==> src/rtl/pipe_stall_ctrl.sv <==
// pipe_stall_ctrl: stall/flush sequencer for an in-order integer pipeline.
// Merges hazard-unit stall/flush requests with an external memory-wait
// stall, propagates that stall as a bubble wave through the back stages,
// and holds a redirect that arrives while stalled until the stall releases.
//
// Ports:
//   clk, reset        rising-edge clock, synchronous active-high reset
//   ext_stall         external memory/bus not ready
//   haz_stall_f/_d    hazard-unit fetch/decode stall
//   haz_flush         hazard-unit per-stage flush request (bit k = stage k)
//   redirect_valid    taken branch/jump resolved in execute
//   redirect_target   branch/jump target
//   pc_plus4          sequential fetch PC
//   stall             per-stage hold enable
//   flush             per-stage clear (wins over stall in the stage flop)
//   pc_next           next fetch PC
//   redirect_pending  a held redirect is waiting for the stall to release
module pipe_stall_ctrl #(
  parameter int unsigned                NUM_STAGES = 5,
  parameter int unsigned                ADDR_WIDTH = 32,
  parameter logic [ADDR_WIDTH-1:0]      RESET_PC   = '0
) (
  input  logic                  clk,
  input  logic                  reset,
  input  logic                  ext_stall,
  input  logic                  haz_stall_f,
  input  logic                  haz_stall_d,
  input  logic [NUM_STAGES-1:0] haz_flush,
  input  logic                  redirect_valid,
  input  logic [ADDR_WIDTH-1:0] redirect_target,
  input  logic [ADDR_WIDTH-1:0] pc_plus4,
  output logic [NUM_STAGES-1:0] stall,
  output logic [NUM_STAGES-1:0] flush,
  output logic [ADDR_WIDTH-1:0] pc_next,
  output logic                  redirect_pending
);

  // dly[j] is ext_stall delayed by j cycles; drives stage j+1
  logic [NUM_STAGES-2:1] dly;
  logic                  pend;
  logic [ADDR_WIDTH-1:0] hold_tgt;
  logic                  rel;

  // Release cycle: a held redirect is steered out as soon as the stall drops
  assign rel = pend & ~ext_stall;

  // Bubble-wave delay line and held-redirect capture
  always_ff @(posedge clk) begin
    if (reset) begin
      dly      <= '0;
      pend     <= 1'b0;
      hold_tgt <= '0;
    end else begin
      dly[1] <= ext_stall;
      for (int j = 2; j <= int'(NUM_STAGES) - 2; j++) begin
        dly[j] <= dly[j-1];
      end
      // Capture takes priority over release; youngest redirect wins
      if (redirect_valid & ext_stall) begin
        pend     <= 1'b1;
        hold_tgt <= redirect_target;
      end else if (rel) begin
        pend <= 1'b0;
      end
    end
  end

  // Per-stage stall/flush and next fetch PC
  always_comb begin
    stall            = '0;
    flush            = '1;
    pc_next          = RESET_PC;
    redirect_pending = 1'b0;
    if (!reset) begin
      stall[0] = ext_stall | haz_stall_f;
      stall[1] = ext_stall | haz_stall_d;
      for (int k = 2; k < int'(NUM_STAGES); k++) begin
        stall[k] = dly[k-1];
      end

      flush    = haz_flush;
      flush[1] = haz_flush[1] | rel;
      // Stage 2 gets the first bubble and also squashes the wrong-path op on release
      flush[2] = haz_flush[2] | rel | dly[1];
      for (int k = 3; k < int'(NUM_STAGES); k++) begin
        flush[k] = haz_flush[k] | dly[k-1];
      end

      redirect_pending = pend;

      // pend without rel means the stall is still active: present the held
      // target, fetch is frozen by stall[0] anyway
      if (rel) begin
        pc_next = hold_tgt;
      end else if (redirect_valid & ~ext_stall) begin
        pc_next = redirect_target;
      end else if (pend) begin
        pc_next = hold_tgt;
      end else begin
        pc_next = pc_plus4;
      end
    end
  end

endmodule

==> config.mk <==
export PLATFORM = sky130hd
export DESIGN_NAME = pipe_stall_ctrl
export DESIGN_NICKNAME = d
export VERILOG_FILES = /design/src/rtl/pipe_stall_ctrl.sv
export SDC_FILE = /design/constraint.sdc
export NUM_CORES = 1
export LEC_CHECK = 0
export ABC_CLOCK_PERIOD_IN_PS = 1190
export CORE_ASPECT_RATIO = 1.2
export CORE_MARGIN = 2
export CORE_UTILIZATION = 30
export DETAILED_ROUTE_END_ITERATION = 10
export PLACE_DENSITY = 0.67
export RECOVER_POWER = 100
export SYNTH_ARGS = -nofsm -noshare
export SYNTH_HDL_FRONTEND = slang
export SYNTH_SLANG_ARGS = --single-unit
==> constraint.sdc <==
create_clock -name clk -period 1.19 [get_ports clk]
set_input_delay 0.119 -clock clk [delete_from_list [all_inputs] [get_ports clk]]
set_output_delay 0.119 -clock clk [all_outputs]
set_load 0.05 [all_outputs]
==> flow_summary.json, run 1 <==
{
  "placed_cells": 557,
  "finalHoldViolCount": 0,
  "dieHeight_um": 97.3,
  "violations": "setup timing",
  "synth_cells": 326,
  "globalRoute.totalOverflow": 0,
  "multi_input_area_sq_mm": 0.00194,
  "cellPowerDensity_mw_per_mm2": 847,
  "clk_latency_ps": 290,
  "clock_sinks": 36,
  "outcome": "finished with violations",
  "stdcell_count": 576,
  "port_buffers": 117,
  "io_pins": 118,
  "wl_per_cell_um": 15.3,
  "synthArstFlopShare_pct": 0,
  "netlist.area_leader.share_pct": 33.1,
  "syn_area_sq_mm": 0.00218,
  "yosys_register_bits": 36,
  "maxSlewHeadroom_pct": 66.6,
  "antenna_found_initial": 0,
  "fmax_ghz": 0.594,
  "cts_tree": "done",
  "crit_path_end_kind": "output port",
  "postSynthAreaPerCell_sq_um": 6.68,
  "final.min_clock_period_ps": 1680,
  "cp.required_ps": 1070,
  "synth_common_cells": "117 x nand2_1, 38 x nor2_1, 36 x dfxtp_1",
  "hold_path_class": "in2reg",
  "place.gp.congestion": 0.750,
  "grt_pass1_vias": 3051,
  "worst_pin_slew_ps": 501,
  "synth_edf_count": 0,
  "post-route-period-util_pct": 141,
  "fp-row-count": 34,
  "grt_max_degree": 33,
  "synth.top_cells.by_area": "dfxtp_1 33%, nand2_1 20%, a311oi_1 7.6%",
  "crit_arrival_ps": 1560,
  "crit_path_max_fanout": 9,
  "start_util_pct": 30.5,
  "synth_area_leader_cell": "dfxtp_1",
  "hpwl_um": 6120,
  "yosysMostFrequentCell": "nand2_1",
  "final-seq-area_sq_um": 727,
  "layout-drive-gt1-share_pct": 40.1,
  "area_growth_pct": 139,
  "drv_cap": 0,
  "drtIter0Drc": 114,
  "cts_buffers": 5,
  "grt_usage_pct": 23.0,
  "num_vias": 2874,
  "routed_via_density": 4.99,
  "rsz0062_at_grt": "true",
  "clk_pin_slew_worst_paths_ps": 80,
  "skew_ps": 0.674,
  "ir_worst_vdd_uv": 584,
  "drc": 0,
  "ant_nets": 0,
  "die-width_um": 81.8,
  "p_leak_nw": 2.00,
  "core-area_sq_mm": 0.00715,
  "synthFlopType": "dfxtp_1",
  "finalSetupViolations": 37,
  "yosysWarnings": 0,
  "grt_pass1_wl_um": 14400,
  "ys_seq_area_share_pct": 33.1,
  "die-area_sq_mm": 0.00796,
  "clockRootBuffer": "clkbuf_8",
  "cts_buffer_depth": 2,
  "syn-num-nets": 401,
  "first_pass_iters": 4,
  "start_kind": "flop",
  "report.final.slew_viol_count": 0,
  "fillers": 538,
  "wirelength_um": 8790,
  "path_class": "reg2out",
  "whs_ps": 212,
  "antenna_cells": 0,
  "cts-htree-levels": 2,
  "yosysUniqueCellTypes": 22,
  "fin_nets": 560,
  "setup_ws_ps": -493
}
[path summary, 6_finish.rpt]
kind,start,endpoint,slack [ps],cells after the start
worst max-delay path,pend,pc_next[19],-490,5
worst min-delay path,reset,hold_tgt[13],210,3
worst max register to register,pend,pend,400,2
worst min register to register,hold_tgt[5],hold_tgt[5],460,2
[final cells by class]
class | instances | area share (%)
Inverter | 2 | 0.288
Clock buffer | 6 | 1.39
Tap cell | 90 | 2.16
Multi-Input combinational cell | 259 | 37.2
Clock inverter | 2 | 0.673
Timing Repair Buffer | 181 | 44.3
Sequential cell | 36 | 14.0
[worst max-delay path, cell delays in order (launching register included)]
cell and delay [ps]:
dfxtp_4 380, inv_8 100, bufbuf_16 280, nor2_1 70
a311oi_4 260, buf_12 180
[layout by cell type, fill, tap and decap left out, types with 11 or more instances in the layout]
cell type,instances
a21oi_1,32
a311oi_4,20
and2_1,11
buf_12,50
buf_4,37
buf_6,13
clkdlybuf4s50_1,71
dfxtp_1,33
nand2_1,105
nand2_2,12
nor2_1,27
o31ai_4,12
[state kept, by name, indices dropped and copies added (netlist names)]
register	cells
dly	3
hold_tgt	32
pend	1
[repair_timing]
item / in CTS / in global routing
hold buffers: 0 / 0
endpoints found under the setup margin: 67 / 38
pin swaps: 12 / 7
buffers inserted: 8 / 0
resized for setup: 47 / 25
cloned: 3 / 1
[metal layers]
metal	share of wire (%)	global-route usage, %
met1	40	27.2
met2	53	40.0
met3	5.6	5.20
met4	1.7	7.69
met5	0	0
[metrics by stage]
step                util (%)  total power [mW]  setup TNS, ps  worst slack, ps  instance area [sq um]
floorplan                  -              2.29          -5310             -214                   2770
global placement        66.2              3.22         -29740             -644                   4730
detailed placement      66.2              3.25         -31850             -698                   4730
CTS                     71.7              4.42         -16050             -509                   5130
global route            72.9              4.59         -17070             -548                   5210
finish                  72.9              4.41         -15310             -493                   5210
[report_power, final]
group          leakage (nW)  internal [mW]  switching, mW
Clock                0.0552          0.622          0.448
Sequential            0.296           1.26         0.0354
Combinational          1.65           1.06          0.985
Total                  2.00           2.95           1.47
[kinds of logic (layout without fill, tap and decap cells)]
family / count (synthesis) / count (layout) / share of synthesized area [%]
AND/OR/NAND/NOR: 181 / 181 / 34.3
flip-flops: 36 / 36 / 33.1
buffers and inverters: 31 / 191 / 7.93
AO/OA/AOI/OAI: 78 / 78 / 24.6
No activity file was read; power rests on OpenSTA's default activity.
==> inputs of run 2 (changes only) <==
Settings changed: ABC_CLOCK_PERIOD_IN_PS 1190 to 1500, CORE_ASPECT_RATIO 1.2 to 1.25.
Clock period 1.19 ns to 1.5 ns, I/O delays scaled along.
==> flow_summary.json, run 2 (same netlist as run 1, synthesis figures left out) <==
{
  "cpPeakStageDelay_ps": 390,
  "report.final.slew_viol_count": 0,
  "mostFrequentLayoutCells": "117 x nand2_1, 71 x clkdlybuf4s50_1, 42 x buf_12",
  "core-area_sq_mm": 0.00702,
  "routed-wl-met3_um": 415,
  "cp_slowest_cell": "dfxtp_4",
  "internal_power_mw": 2.06,
  "r2r_cells": 3,
  "cellPowerDensity_mw_per_mm2": 668,
  "top_register": "hold_tgt",
  "start_util_pct": 31.0,
  "ir_worst_vdd_uv": 417,
  "first_pass_iters": 4,
  "fin_nets": 539,
  "wirelength_um": 8540,
  "die-area_sq_mm": 0.00796,
  "power.share.clock_pct": 20.2,
  "clk_latency_ps": 280,
  "whs_path_depth": 2,
  "path_class": "reg2out",
  "drc": 0,
  "cp.required_ps": 1350,
  "fmax_ghz": 0.586,
  "finalSetupViolations": 34,
  "io_pins": 118,
  "setup_ws_ps": -206,
  "globalRoute.totalOverflow": 0,
  "final_common_cell": "nand2_1",
  "seqPwrFrac_pct": 32.5,
  "final.min_clock_period_ps": 1710,
  "wl_met1_um": 3370,
  "violations": "setup timing",
  "hpwl_um": 6230,
  "antenna_cells": 0,
  "outcome": "finished with violations",
  "grt_usage_pct": 22.1,
  "grt_max_degree": 45,
  "antenna_found_initial": 0,
  "netSwitchingFraction_pct": 34.7,
  "cts_buffers": 5,
  "cts-htree-levels": 2,
  "ant_nets": 0,
  "crit_arrival_ps": 1560,
  "p_sw_mw": 1.10,
  "maxSlewHeadroom_pct": 54.4,
  "p_leak_nw": 1.79,
  "crit_path_max_fanout": 10,
  "routed_via_density": 5.07,
  "largest_reg_flops": 32,
  "crit_path_end_kind": "output port",
  "highest_layer": "met4",
  "fillers": 584,
  "cts_buffer_depth": 2,
  "final-seq-area_sq_um": 724,
  "port_buffers": 117,
  "design_area_sq_mm": 0.00474,
  "cts_tree": "done",
  "clock_sinks": 36,
  "clk_pin_slew_worst_paths_ps": 70,
  "layout-drive-gt1-share_pct": 30.8,
  "drv_cap": 0,
  "num_vias": 2807,
  "finalHoldViolCount": 0,
  "skew_ps": 0.144,
  "multi_input_area_sq_mm": 0.00187,
  "reg2reg_slack_ps": 580,
  "dr_wl_met2_um": 4630,
  "rsz0062_at_grt": "true",
  "grt_pass1_wl_um": 14000,
  "tns_ps": -5080,
  "placed_area_sq_mm": 0.00459,
  "post-route-period-util_pct": 114,
  "place.gp.congestion": 0.753,
  "dieHeight_um": 99.3,
  "power_mw": 3.16,
  "worst_pin_slew_ps": 683,
  "grt_pass1_vias": 2939,
  "top_regs": "hold_tgt: 32 flops, dly: 3 flops, pend: 1 flops",
  "die-width_um": 80.2,
  "path_cells": "buf_6 > and2_4 > a211oi_2 > buf_4 > o31ai_4 > buf_12",
  "start_kind": "flop",
  "fp-row-count": 34,
  "clockRootBuffer": "clkbuf_8",
  "combPwrFrac_pct": 47.3,
  "drtIter0Drc": 125,
  "hold_path_class": "in2reg",
  "wl_per_cell_um": 15.4,
  "area_growth_pct": 117
}
run 2: area by class of cell:
cell class                      count  share of cell area, %
Sequential cell                    36                   15.3
Clock buffer                        6                   1.53
Inverter                            2                  0.211
Multi-Input combinational cell    259                   39.5
Clock inverter                      1                  0.106
Timing Repair Buffer              160                   41.0
Tap cell                           90                   2.38
run 2: worst paths after layout:
kind / startpoint / end
setup / recovery: pend / pc_next[30]
hold / removal: redirect_valid / pend
setup reg to reg: pend / pend
hold reg to reg: hold_tgt[29] / hold_tgt[29]
run 2: worst max-delay path, delay by kind of cell (launching register included):
kind	cells	cell delay, ps
AOI/OAI and AO/OA	2	280
and+or+nand+nor	1	140
DFF	1	390
buffers and inverters	3	450
run 2: per-layer routing:
layer	vias up	GRT usage [%]
met2	83	39.7
met5	-	0
met4	0	5.87
met3	6	4.26
met1	1336	26.4
li1	1382	-
run 2: power groups by stage:
stage / logic, mW / clock network [mW] / registers (mW)
6_report: 1.50 / 0.639 / 1.03
5_1_grt: 1.57 / 0.713 / 1.03
4_1_cts: 1.53 / 0.662 / 1.03
3_5_place_dp: 1.48 / 0 / 1.05
3_3_place_gp: 1.47 / 0 / 1.04
2_1_floorplan: 0.758 / 0 / 1.04
run 2: repair_timing:
action                     in CTS  in global routing
buffers inserted                0                  1
gates cloned                    2                  0
gates resized for setup        31                  7
pin swaps                       8                  6
setup endpoints to repair      34                 35
hold buffers                    0                  0
run 2: through the flow:
stage          worst slack (ps)  utilization, %  cells  hold slack [ps]
6_report                   -206            67.5    554              228
3_5_place_dp               -429            65.4    544              447
5_1_grt                    -279            67.5    554              226
4_1_cts                    -216            68.4    553              225
3_3_place_gp               -384            65.4    544              442
2_1_floorplan              -217               -    326              260
==> edit 1: new RTL, flow settings as in run 1 <==
Make the reset (`reset`) asynchronous in one clocked block. Comments in the files are not updated.
--- a/src/rtl/pipe_stall_ctrl.sv
+++ b/src/rtl/pipe_stall_ctrl.sv
@@ -45,7 +45,7 @@
   assign rel = pend & ~ext_stall;
 
   // Bubble-wave delay line and held-redirect capture
-  always_ff @(posedge clk) begin
+  always_ff @(posedge clk or posedge reset) begin
     if (reset) begin
       dly      <= '0;
       pend     <= 1'b0;
Formal check against the unedited RTL: no difference found for any inputs over 10 cycles, from zero or initial values and one cycle with reset high; that may be too few to reach the edited logic, so the function may still have changed.
==> edit 1 against run 1 <==
The flow still finishes with violations (setup timing); setup slack got worse by 0.0029 ns; area after synthesis increased by 15%; cell area decreased by 8.6%; sequential share of layout area increased by 5.0 points; routed wire length decreased by 17%; first-iteration DRC count decreased by 52%; via count decreased by 20%; sequential cell count unchanged; register-to-register slack got worse by 0.09 ns; clock power decreased by 14%; total power increased by 5.2%; worst hold slack improved by 0.12 ns; sequential power increased by 16%; largest cell class unchanged.
==> edit 1: results (changes against run 1) <==
status = complete, but fails checks
failing checks = setup timing
final setup fails = 37 (unchanged)
Seq power = 1.49 mW (+16%)
Async S/R FF share, synth = 1.00 (+1.00)
Worst Skew = 0.0000455 ns (-0.000629 ns)
final hold slack = 0.327 ns (+0.115 ns)
wire per inst = 15.2 um (-0.34%)
Final Wtd Congestion = 0.743 (-1.0%)
critical path endpoint = pc_next[10]
Worst R2R Setup Slack = 0.31 ns (-0.09 ns)
final worst slack = -0.496 ns (-0.00289 ns)
sequential element share of the synthesized area = 0.359 (+0.0281)
reg2reg start = pend
cells on worst reg2reg path = 3 (+1)
CP Max Fanout = 6 (-3)
vias = 2,294 (-20%)
worst rel slew slack = 0.508 (-0.158)
post-DP HPWL = 5230 um (-15%)
slowest stage delay, CP = 0.44 ns (+0.06 ns)
DR WL met3 = 433 um (-12%)
Compound-Gate Fraction of Synth Area = 0.152 (-0.0949)
Place WS = -0.615 ns (+0.0829 ns)
leakage = 2.16 nW (+7.9%)
Synth Flop Type = dfrtp_1
vias in the first global route = 2,490 (-18%)
placed cell count = 467 (-16%)
Logic pwr share = 0.481 (+0.017)
grt met3 use = 0.0452 (-0.00681)
setup repair bufs after CTS = 2 (-6)
WHS Path Cells = 2 (-1)
Net Sw Power = 1.52 mW (+3.3%)
share of cells above drive strength 1 = 0.525 (+0.124)
commonest cells in the netlist = dfrtp_1, mux2_2, inv_1
synth unique cells = 24 (+9.1%)
Placed Area = 4500 um2 (-4.9%)
non-filler instance count after layout = 478 (-17%)
met2 WL = 3920 um (-16%)
Gates resized, CTS repair = 38 (-19%)
Synthesized Nets = 312 (-22%)
first-pass GRT wire length = 11,800 um (-18%)
VDD IR-drop max = 0.617 mV (+5.5%)
met1 wire length = 2820 um (-19%)
## edit 1: cell types whose count changed after synthesis, moves of 19 or more
cell / run 1 / this run
nand2_1: 117 / 8
dfxtp_1: 36 / 0
dfrtp_1: 0 / 36
mux2_4: 0 / 19
mux2_2: 0 / 35
o21a_1: 1 / 22
a311oi_1: 19 / 0
nor2_1: 38 / 7
inv_1: 0 / 24
## edit 1: area by class of cell
cell class,count,area [um2]
Inverter,24,90.1
Fill cell,687,3340
Clock buffer,7,96.3
Multi-Input combinational cell,158,1570
Timing Repair Buffer,158,1980
Tap cell,95,119
Sequential cell,36,902
## edit 1: per-stage QoR
stage / setup TNS, ns / total power, mW
2_1_floorplan: -3.22 / 2.64
3_3_place_gp: -30.73 / 3.61
3_5_place_dp: -31.46 / 3.65
4_1_cts: -14.92 / 4.71
5_1_grt: -16.72 / 4.87
6_report: -14.47 / 4.64
==> edit 2: new RTL, flow settings as in run 1 <==
Without the edit above. The parameter `NUM_STAGES` goes from 5 to 4.
--- a/src/rtl/pipe_stall_ctrl.sv
+++ b/src/rtl/pipe_stall_ctrl.sv
@@ -16,7 +16,7 @@
 //   pc_next           next fetch PC
 //   redirect_pending  a held redirect is waiting for the stall to release
 module pipe_stall_ctrl #(
-  parameter int unsigned                NUM_STAGES = 5,
+  parameter int unsigned                NUM_STAGES = 4,
   parameter int unsigned                ADDR_WIDTH = 32,
   parameter logic [ADDR_WIDTH-1:0]      RESET_PC   = '0
 ) (
Interface: changed (resized flush, haz_flush and stall); port bits go from 118 to 115. The function was not compared with the original's and may differ.
==> edit 2 against run 1 <==
The run still ends with setup timing left; routed wire length fell by 4.2%; combinational power decreased by 5%; sequential cell count down 1; via count is 2.9% lower; total power fell by 5.9%; count of clock-buffer cells in the layout increased by 2; clock skew is 0.00060 ns lower; area after synthesis shrank 3.0%; cell area decreased by 5.3%; critical endpoint is now pc_next[20]; setup slack worse by 0.0073 ns.
==> edit 2: results (changes against run 1) <==
Synth area leaders = dfxtp_1, nand2_1, a311oi_1
Final Wtd Congestion = 0.770 (+2.6%)
share of cells above drive strength 1 = 0.370 (-0.0313)
Fillers = 522 (-3.0%)
final setup fails = 36 (-2.7%)
VDD IR-drop max = 0.508 mV (-13%)
uppermost layer routed = met4
met1 wire length = 2990 um (-14%)
Gates resized, CTS repair = 23 (-51%)
status = complete, but fails checks
htree depth = 2 (unchanged)
non-filler instance count after layout = 560 (-2.8%)
sequential element share of the synthesized area = 0.332 (+0.000909)
met1 usage = 0.230 (-0.0414)
met2 WL = 4760 um (+1.9%)
post-DP HPWL = 6280 um (+2.6%)
Synthesized Nets = 397 (-1.0%)
DR WL met3 = 386 um (-22%)
first-pass GRT wire length = 13,800 um (-4.7%)
slowest stage delay, CP = 0.40 ns (+0.02 ns)
met2 usage = 0.449 (+0.0484)
grt met3 use = 0.0478 (-0.00420)
GRT Util Overall = 0.227 (-0.00315)
Post-Syn Area per Cell = 6.54 um2 (-2.1%)
# hold bufs at CTS = 0 (unchanged)
top flop regs = hold_tgt x32, dly x2, pend x1
insertion delay to the later sink of the worst-skew pair = 0.28 ns
Clock transition at path regs = 0.07 ns
vias in the first global route = 2,994 (-1.9%)
# diodes = 0 (unchanged)
Hold Path Class = in -> reg
crit path DAT = 1.57 ns
drt pass-1 iters = 4 (unchanged)
placed cell count = 553 (-0.72%)
leakage = 1.90 nW (-5.0%)
Placed Area = 4720 um2 (-0.26%)
failing checks = setup timing
largest net degree at the start of global routing = 40 (+21%)
final worst slack = -0.501 ns (-0.00728 ns)
IO Port Bufs = 114 (-2.6%)
commonest cells in the netlist = nand2_1, nor2_1, dfxtp_1
clock root buffer = clkbuf_8
routed wire length = 8420 um (-4.2%)
Worst Skew = 0.0000697 ns (-0.000604 ns)
synth warn = 0 (unchanged)
Compound-Gate Fraction of Synth Area = 0.254 (+0.00774)
Place WS = -0.721 ns (-0.0229 ns)
Least-Margin Pin Slew = 0.397 ns (-0.104 ns)
CP Max Fanout = 7 (-2)
Hold Crit Start = redirect_valid
largest delay contributor family on the critical path = compound AO/OA/AOI/OAI gates
setup repair bufs after CTS = 2 (-6)
Via density = 4.98 (-0.15%)
slowest CP cell = dfxtp_4
critical path endpoint = pc_next[20]
hold endpoint = pend
1st-iter DRT viols = 58 (-49%)
edit 2: cell type report:
type / count / area (um2) / area share
flip-flops and latches: 35 / 706 / 0.143
repair buffers: 170 / 2070 / 0.420
inverters: 2 / 20.0 / 0.00406
well taps: 87 / 109 / 0.0221
clock buffers: 8 / 100 / 0.0203
multi-input cells: 258 / 1930 / 0.391
edit 2: through the flow:
| step | utilization | TNS [ns] | hold slack, ns |
|---|---|---|---|
| after floorplan | - | -4.47 | 0.229 |
| after global placement | 0.692 | -29.04 | 0.442 |
| after detailed placement | 0.692 | -33.51 | 0.446 |
| after CTS | 0.717 | -15.98 | 0.321 |
| after global routing | 0.724 | -18.17 | 0.232 |
| final | 0.724 | -15.65 | 0.236 |
edit 2: power by group:
group / internal (mW) / total [mW] / switching (mW)
sequential: 1.22 / 1.26 / 0.0345
clock: 0.529 / 0.955 / 0.426
combinational: 0.987 / 1.94 / 0.951
total: 2.74 / 4.15 / 1.41
